### config.mk
export PLATFORM = sky130hd
export DESIGN_NAME = regfile_sb_flat
export DESIGN_NICKNAME = d
export VERILOG_FILES = /design/src/rtl/regfile_sb_if.sv /design/src/rtl/regfile_sb.sv /design/src/flat_wrapper.sv
export SDC_FILE = /design/constraint.sdc
export NUM_CORES = 2
export LEC_CHECK = 0
export ABC_AREA = 1
export CAP_MARGIN = 40
export CORE_UTILIZATION = 45
export CTS_CLUSTER_SIZE = 10
export DETAILED_ROUTE_END_ITERATION = 8
export SKIP_LAST_GASP = 1
export SLEW_MARGIN = 15
export SYNTH_ARGS = -nofsm -noshare
export SYNTH_HDL_FRONTEND = slang
export SYNTH_SLANG_ARGS = --single-unit
### constraint.sdc
create_clock -name clk -period 5.2 [get_ports clk]
set_clock_uncertainty 0.15 [all_clocks]
set_input_delay 1.04 -clock clk [delete_from_list [all_inputs] [get_ports clk]]
set_output_delay 1.04 -clock clk [all_outputs]
set_load 0.02 [all_outputs]
### src/rtl/regfile_sb_if.sv
// Bus bundle for regfile_sb: ID read ports, EX/WB write-back port, issue port
// and the pending-write count. The register file attaches through the slave modport.
interface regfile_sb_if #(
  parameter int XLEN = 32,
  parameter int NREG = 32,
  parameter int NRD  = 2
);
  localparam int AW = $clog2(NREG);

  logic [NRD-1:0]      rd_en_i;
  logic [NRD*AW-1:0]   rd_addr_i;
  logic [NRD*XLEN-1:0] rd_data_o;
  logic [NRD-1:0]      rd_busy_o;
  logic                wr_en_i;
  logic [AW-1:0]       wr_addr_i;
  logic [XLEN-1:0]     wr_data_i;
  logic                iss_en_i;
  logic [AW-1:0]       iss_addr_i;
  logic [AW:0]         busy_cnt_o;

  modport slave (
    input  rd_en_i, rd_addr_i, wr_en_i, wr_addr_i, wr_data_i, iss_en_i, iss_addr_i,
    output rd_data_o, rd_busy_o, busy_cnt_o
  );

  modport master (
    output rd_en_i, rd_addr_i, wr_en_i, wr_addr_i, wr_data_i, iss_en_i, iss_addr_i,
    input  rd_data_o, rd_busy_o, busy_cnt_o
  );
endinterface

### src/rtl/regfile_sb.sv
// Integer register file (x0 hardwired to zero) with a per-register pending-write
// scoreboard for RAW hazard detection. Define REGFILE_BYPASS_EN for write-to-read bypass.
module regfile_sb #(
  parameter int XLEN = 32,
  parameter int NREG = 32,
  parameter int NRD  = 2
) (
  input  logic         clk,
  input  logic         rst_n,
  regfile_sb_if.slave  bus
);
  localparam int AW = $clog2(NREG);
  localparam logic [AW:0] CNT_ONE = (AW+1)'(1);

  logic [XLEN-1:0] regs_q [NREG];
  logic [NREG-1:0] busy_q, busy_d;
  logic [AW:0]     busy_cnt_q, busy_cnt_d;
  logic            wr_vld, iss_vld, cnt_inc, cnt_dec;

  // NOTE: every signal gets a default at the top of always_comb so no path leaves
  // it unassigned, which is what would otherwise infer a latch.
  always_comb begin
    wr_vld  = bus.wr_en_i  && (bus.wr_addr_i  != '0);
    iss_vld = bus.iss_en_i && (bus.iss_addr_i != '0);
    cnt_inc = iss_vld && !busy_q[bus.iss_addr_i];
    // A same-address issue keeps the bit set, so the write-back does not retire it.
    cnt_dec = wr_vld && busy_q[bus.wr_addr_i]
              && !(iss_vld && (bus.iss_addr_i == bus.wr_addr_i));

    busy_d = busy_q;
    if (wr_vld)  busy_d[bus.wr_addr_i]  = 1'b0;
    if (iss_vld) busy_d[bus.iss_addr_i] = 1'b1;

    busy_cnt_d = busy_cnt_q;
    unique case ({cnt_inc, cnt_dec})
      2'b10:   busy_cnt_d = busy_cnt_q + CNT_ONE;
      2'b01:   busy_cnt_d = busy_cnt_q - CNT_ONE;
      default: busy_cnt_d = busy_cnt_q;
    endcase
  end

  // NOTE: the array itself is cleared on reset because software may read any
  // register before writing it and must see zero; this keeps it in flops, not SRAM.
  // NOTE: state updates use <= so all flops sample pre-edge values regardless of order.
  always_ff @(posedge clk) begin
    if (!rst_n) begin
      for (int i = 0; i < NREG; i++) regs_q[i] <= '0;
      busy_q     <= '0;
      busy_cnt_q <= '0;
    end else begin
      if (wr_vld) regs_q[bus.wr_addr_i] <= bus.wr_data_i;
      busy_q     <= busy_d;
      busy_cnt_q <= busy_cnt_d;
    end
  end

  assign bus.busy_cnt_o = busy_cnt_q;

  for (genvar k = 0; k < NRD; k++) begin : g_rd
    logic [AW-1:0]   addr;
    logic [XLEN-1:0] data;
    logic            busy;

    assign addr = bus.rd_addr_i[k*AW +: AW];

    always_comb begin
      data = '0;
      busy = 1'b0;
      if (rst_n && bus.rd_en_i[k] && (addr != '0)) begin
`ifdef REGFILE_BYPASS_EN
        if (wr_vld && (bus.wr_addr_i == addr)) begin
          data = bus.wr_data_i;
          busy = iss_vld && (bus.iss_addr_i == addr);
        end else
`endif
        begin
          data = regs_q[addr];
          busy = busy_q[addr];
        end
      end
    end

    assign bus.rd_data_o[k*XLEN +: XLEN] = data;
    assign bus.rd_busy_o[k]              = busy;
  end

  a_cnt_is_popcount: assert property (@(posedge clk) disable iff (!rst_n)
    busy_cnt_q == (AW+1)'($countones(busy_q)));
  a_x0_never_busy: assert property (@(posedge clk) disable iff (!rst_n) !busy_q[0]);
endmodule
### src/flat_wrapper.sv
// flat-port wrapper written by rule: the top's interface ports become plain ports
module regfile_sb_flat 
#(
  parameter int XLEN = 32,
  parameter int NREG = 32,
  parameter int NRD  = 2
)
  (clk, rst_n, bus_rd_en_i, bus_rd_addr_i, bus_wr_en_i, bus_wr_addr_i, bus_wr_data_i, bus_iss_en_i, bus_iss_addr_i, bus_rd_data_o, bus_rd_busy_o, bus_busy_cnt_o);
  regfile_sb_if #(.XLEN(XLEN), .NREG(NREG), .NRD(NRD)) bus_i ();
  input  logic clk;
  input  logic rst_n;
  input wire logic [$bits(bus_i.rd_en_i)-1:0] bus_rd_en_i;
  input wire logic [$bits(bus_i.rd_addr_i)-1:0] bus_rd_addr_i;
  input wire logic [$bits(bus_i.wr_en_i)-1:0] bus_wr_en_i;
  input wire logic [$bits(bus_i.wr_addr_i)-1:0] bus_wr_addr_i;
  input wire logic [$bits(bus_i.wr_data_i)-1:0] bus_wr_data_i;
  input wire logic [$bits(bus_i.iss_en_i)-1:0] bus_iss_en_i;
  input wire logic [$bits(bus_i.iss_addr_i)-1:0] bus_iss_addr_i;
  output wire logic [$bits(bus_i.rd_data_o)-1:0] bus_rd_data_o;
  output wire logic [$bits(bus_i.rd_busy_o)-1:0] bus_rd_busy_o;
  output wire logic [$bits(bus_i.busy_cnt_o)-1:0] bus_busy_cnt_o;
  assign bus_i.rd_en_i = bus_rd_en_i;
  assign bus_i.rd_addr_i = bus_rd_addr_i;
  assign bus_i.wr_en_i = bus_wr_en_i;
  assign bus_i.wr_addr_i = bus_wr_addr_i;
  assign bus_i.wr_data_i = bus_wr_data_i;
  assign bus_i.iss_en_i = bus_iss_en_i;
  assign bus_i.iss_addr_i = bus_iss_addr_i;
  assign bus_rd_data_o = bus_i.rd_data_o;
  assign bus_rd_busy_o = bus_i.rd_busy_o;
  assign bus_busy_cnt_o = bus_i.busy_cnt_o;
  regfile_sb #(.XLEN(XLEN), .NREG(NREG), .NRD(NRD)) u_core (.clk(clk), .rst_n(rst_n), .bus(bus_i));
endmodule
## Word-level counts from Yosys, hierarchy flattened

Memories as Yosys holds them, arrays and structs flattened.
Cells that the tools add are included.

| storage, ports and cells | value |
|---|---|
| memories kept | 1 |
| RAM bits | 1,024 |
| word-level logic and storage cells | 63 |
| bits of input ports | 58 |
| bits in latches | 0 |
| memory bits (read-only) | 0 |
| register bits after elaboration | 38 |

| operators by class | value |
|---|---|
| mux-type cells | 26 |
| $lt $le $gt $ge | 6 |
| divide/modulo/power cells | 0 |
| multiply operators | 0 |
| bitwise gates (word level) | 3 |
| reduce and logical (&&, ||, !) cells | 20 |
| shift operators | 0 |
| add/subtract/negate cells | 2 |
| eq/ne operators | 3 |

Memories:

| name | words | bits a word | read ports | clocked after Yosys merged registers in | wr ports | line | source |
|---|---|---|---|---|---|---|---|
| u_core.regs_q | 32 | 32 | 2 | 0 | 32 | regfile_sb.sv:15 | `logic [XLEN-1:0] regs_q [NREG];` |

Operator list:

| cell | count |
|---|---|
| two-way mux 32 bit | 5 |
| AND 32 bit | 1 |
| NOT 32 bit | 1 |
| OR 32 bit | 1 |
| OR reduction 32 bit | 1 |
| < comparator 5 x 6 -> 1 bit (second input constant) | 4 |
| binary-select mux 1 bit (select 5 bit) | 4 |
| nonzero test 5 bit | 4 |
| two-way mux 1 bit | 13 |
| logical AND 1 bit | 12 |
| one-hot mux 6 bit (2 select lines) | 1 |
| demux 1 bit (select 5 bit) | 2 |
| >= comparator 5 x 1 -> 1 bit (second input constant) | 2 |
| adder 6 x 1 -> 6 bit (second input constant) | 1 |
| subtractor 6 x 1 -> 6 bit (second input constant) | 1 |
| == test 5 bit | 1 |
| two-way mux 5 bit | 1 |
| == test 2 x 1 -> 1 bit (second input constant) | 1 |
| == test 2 bit (second input constant) | 1 |
| zero test 1 bit | 2 |
| nonzero test 2 bit | 1 |

## Longest topological paths before layout

| depth | value |
|---|---|
| depth after elaboration | 9 |
| mapped depth | 20 |
| mapped depth without buffers | 19 |

## Least setup slack after synthesis

Ideal clock, no wire load.

| timing | value |
|---|---|
| path type | input -> register |
| from | input bus_wr_addr_i[0] |
| to | memory u_core.regs_q[15][0], enable pin |
| required time | 4.582 ns |
| stages on the path | 5 |
| data arrival time | 3.808 ns |
| library setup time | 0.468 ns |
| slack | 0.774 ns |
| buffers on the path | 1 |
| cell sequence | buf_2 -> nand2_1 -> inv_1 -> nand2_1 -> o21ai_0 |

RTL lines:

| item | line | source |
|---|---|---|
| start, declared | flat_wrapper.sv:15 | `input wire logic [$bits(bus_i.wr_addr_i)-1:0] bus_wr_addr_i;` |
| end, declared | regfile_sb.sv:15 |  |

## Worst setup path after layout

| timing | value |
|---|---|
| from | input bus_rd_addr_i[5] |
| to | output bus_rd_busy_o[1] |

| on the way | value |
|---|---|
| cells in the longest elaborated chain, start to end | 3 |

Ends and longest elaborated chain:

| item | line | source |
|---|---|---|
| start, declared | flat_wrapper.sv:13 | `input wire logic [$bits(bus_i.rd_addr_i)-1:0] bus_rd_addr_i;` |
| binary-select mux 1 bit (select 5 bit) or nonzero test 5 bit (tied branches) | regfile_sb.sv:78, regfile_sb.sv:69 |  |
| two-way mux 1 bit (not written as such) or logical AND 1 bit (tied branches) | regfile_sb.sv:78, regfile_sb.sv:69 |  |
| two-way mux 1 bit (*) | regfile_sb.sv:69 | `if (rst_n && bus.rd_en_i[k] && (addr != '0)) begin` |
| end, declared | flat_wrapper.sv:20 | `output wire logic [$bits(bus_i.rd_busy_o)-1:0] bus_rd_busy_o;` |

Every way passes the cells marked *; elsewhere a longest branch is shown, timed or not. The select of a mux whose other input is x is not followed.

==> run_results.csv <==
group,metric,value,unit
sta,tightest_slew,0.951,ns
layout,area_growth,14.6,%
pwr,leakage,26.7,nW
worst_setup_path,path_buf_inv,3,
detailed_routing,drt_iter0_drc,8944,
worst_setup_path,crit_arrival,3.90,ns
cts,cts_tree,"yes",
place,gp_congestion,0.900,
pwr,irDropWorstVdd,0.384,mV
synthesis,yosys_warnings,0,
worst_setup_path,path_cells,"buf_8 -> buf_12 -> nand2_1 -> nand3_1 -> nand2_1 -> nor2_1 -> nand2_1 -> nand3_1 -> nand2_1 -> nor2_1 -> clkdlybuf4s50_1",
status,status,"complete, no violations",
synthesis,synth_area,58400,sq um
detailed_routing,first_pass_iters,9,
sta,finalHoldViolCount,0,
grt,grt_pass1_vias,51662,
synthesis,synth_cell_types,33,
synthesis,synth_seq_cells,1062,
synthesis,ys_seq_area_frac,0.540,
synthesis,synth_top_area_frac,0.527,
detailed_routing,wl_met2,108000,um
synthesis,syn_area_per_cell,7.98,sq um
cts,cts_buffers,131,
worst_setup_path,cp_max_fo,80,
layout,n_antenna_cell,0,
layout,fin_util,0.522,
synthesis,synth.largest_area_cell,"edfxtp_1",
worst_setup_path,slowest_delay,0.68,ns
grt,antenna_found_initial,4,
place,dp.cells,8859,
detailed_routing,wl_met3,33700,um
detailed_routing,totalWireLength,249000,um
floorplan,ioPinCount,130,
pwr,power,0.0215,W
floorplan,dieHeight,362,um
floorplan,coreArea,128000,sq um
grt,overflow,0,
place,placed_cell_area,63200,sq um
sta,rsz0062_at_grt,"false",
cts,clock_sinks,1062,
floorplan,die_w,362,um
detailed_routing,top_layer_used,"met5",
sta,setup-violations-final,0,
synthesis,synth_area_leaders,"edfxtp_1 53%, nand2_1 13%, nor2_1 9.0%",
detailed_routing,drtAntennaViolNets,0,
cts,cts-hold-fix-buffers,0,
worst_hold_path,holdCritPathClass,"reg2reg",
sta,setup_tns,0,ns
floorplan,fp-row-count,131,
grt,grt_start_max_net_pins,103,
detailed_routing,drc,0,
cts,post_cts_buffers,0,
worst_setup_path,worstSetupPathType,"in2out",
place,hpwl,146000,um
grt,grt_first_pass_wirelength,355000,um
worst_setup_path,crit_family,"buffers and inverters",
cts,post_cts_resized,0,
pwr,pwr_density_cell,321,nW/um^2
cts,clk_pin_slew,0.05,ns
worst_setup_path,startpoint_type,"primary input",
sta,fin_crit,5.09,ns
job,cap_violations,0,
cts,clock_path_buffers,3,
synthesis,synthCells,7316,
floorplan,die_area,131000,sq um
layout,final_cell_area,67000,sq um
worst_setup_path,worstPathRequired,4.01,ns
sta,fmax,196,MHz
grt,grtUsageTotal,0.373,
layout,drive_gt1_frac,0.0747,
layout,fin_cells,9050,
worst_setup_path,crit_top_cell,"nand2_1",
detailed_routing,vias_per_cell,6.17,
cts,clockRootBuffer,"clkbuf_16",
detailed_routing,wl_per_cell,27.6,um
sta,maxSlewViolCount,0,
floorplan,start_util,0.456,
sta,min_period_over_period,0.980,
place,io_buffers,129,
layout,fillers,11972,
cts,worst_skew_pair.late_latency,0.75,ns
detailed_routing,via_count,55840,
sta,max_slew_margin,0.366,
layout,layout.nets,7328,
worst_setup_path,cp_slowest_cell,"clkdlybuf4s50_1",
detailed_routing,met1_length,92700,um
cts,ctsHtreeMaxLevel,4,
worst_setup_path,end_kind,"output port",
[worst paths after layout]
path / cells after the start / end / startpoint / slack [ns]
max: 11 / bus_rd_busy_o[1] / bus_rd_addr_i[5] / 0.11
min: 2 / u_core.bus.busy_cnt_o[5]$_SDFFE_PN0P_ / u_core.bus.busy_cnt_o[5]$_SDFFE_PN0P_ / 0.35
max reg2reg: 17 / u_core.bus.busy_cnt_o[5]$_SDFFE_PN0P_ / u_core.busy_q[0]$_SDFF_PN0_ / 2.17
min reg2reg: 2 / u_core.bus.busy_cnt_o[5]$_SDFFE_PN0P_ / u_core.bus.busy_cnt_o[5]$_SDFFE_PN0P_ / 0.35
[routing by layer]
metal  up-vias  global-route usage
li1      24249                   -
met3       808              0.0863
met4         4               0.211
met1     26461               0.495
met2      4318               0.562
met5         -                   0
[per-stage QoR]
step | hold slack, ns | setup slack [ns]
2_1_floorplan | 0.283 | 0.774
3_3_place_gp | 0.361 | 0.216
3_5_place_dp | 0.348 | 0.197
4_1_cts | 0.358 | 0.197
5_1_grt | 0.390 | 0.126
6_report | 0.349 | 0.106
[cell type report]
type / instances / area [sq um] / share of cell area
timing repair buffer: 414 / 4770 / 0.0713
clock inverter: 19 / 103 / 0.00153
sequential: 1062 / 31500 / 0.471
tap: 1729 / 2160 / 0.0323
multi-input combinational: 5292 / 23400 / 0.349
clock buffer: 171 / 3640 / 0.0543
inverter: 363 / 1380 / 0.0207
[power by group]
part / internal [W] / switching (W) / total (W)
combinational: 0.000862 / 0.00216 / 0.00303
clock: 0.00484 / 0.00359 / 0.00843
sequential: 0.00984 / 0.000219 / 0.0101
[worst min-delay path, cell delays in order (launching register included)]
cell	delay, ns
dfxtp_1	0.34
nand2_1	0.06
a21oi_1	0.05
[cells in the mapped netlist, drive strengths merged]
library cell and count:
a21oi 529, a22oi 2, a31oi 15, buf 182, clkbuf 448, clkinv 5
conb 1, dfxtp 38, edfxtp 1024, fa 1, ha 5, inv 358
nand2 1962, nand3 708, nand3b 1, nand4 3, nor2 1401, nor3 11
o211ai 266, o21ai 325, o22ai 16, o32ai 3, or2 4, xnor2 1
xor2 7
[cell usage in the layout, fill, tap and decap left out, drive strengths merged]
cell type      netlist  layout
inv                358     363
a21oi              529     529
buf                182     302
conb                 1      32
fa                   1       1
nand4                3       3
xor2                 7       7
clkbuf             448     171
dfxtp               38      38
edfxtp            1024    1024
clkinv               5      19
nor3                11      11
ha                   5       5
xnor2                1       1
o22ai               16      16
nand3b               1       1
a31oi               15      15
o211ai             266     266
nor2              1401    1401
nand3              708     708
a22oi                2       2
clkdlybuf4s50        0     112
o21ai              325     325
nand2             1962    1962
o32ai                3       3
or2                  4       4
[state kept, by name, indices dropped and copies added, names as in the netlist]
register,count
u_core.bus.busy_cnt_o,6
u_core.busy_q,32
u_core.regs_q,1024
[logic make-up (layout without fill, tap and decap cells)]
group	after synthesis	after routing	synth area share
AND/OR/NAND/NOR	4090	4090	0.280
AO/OA/AOI/OAI	1156	1156	0.111
flip-flops	1062	1062	0.540
buffers and inverters	993	967	0.0666
XOR/XNOR	8	8	0.00120
adder cells (fa/ha/maj)	6	6	0.00141
other	1	32	0.0000642
(Power assumes the default switching activity.)
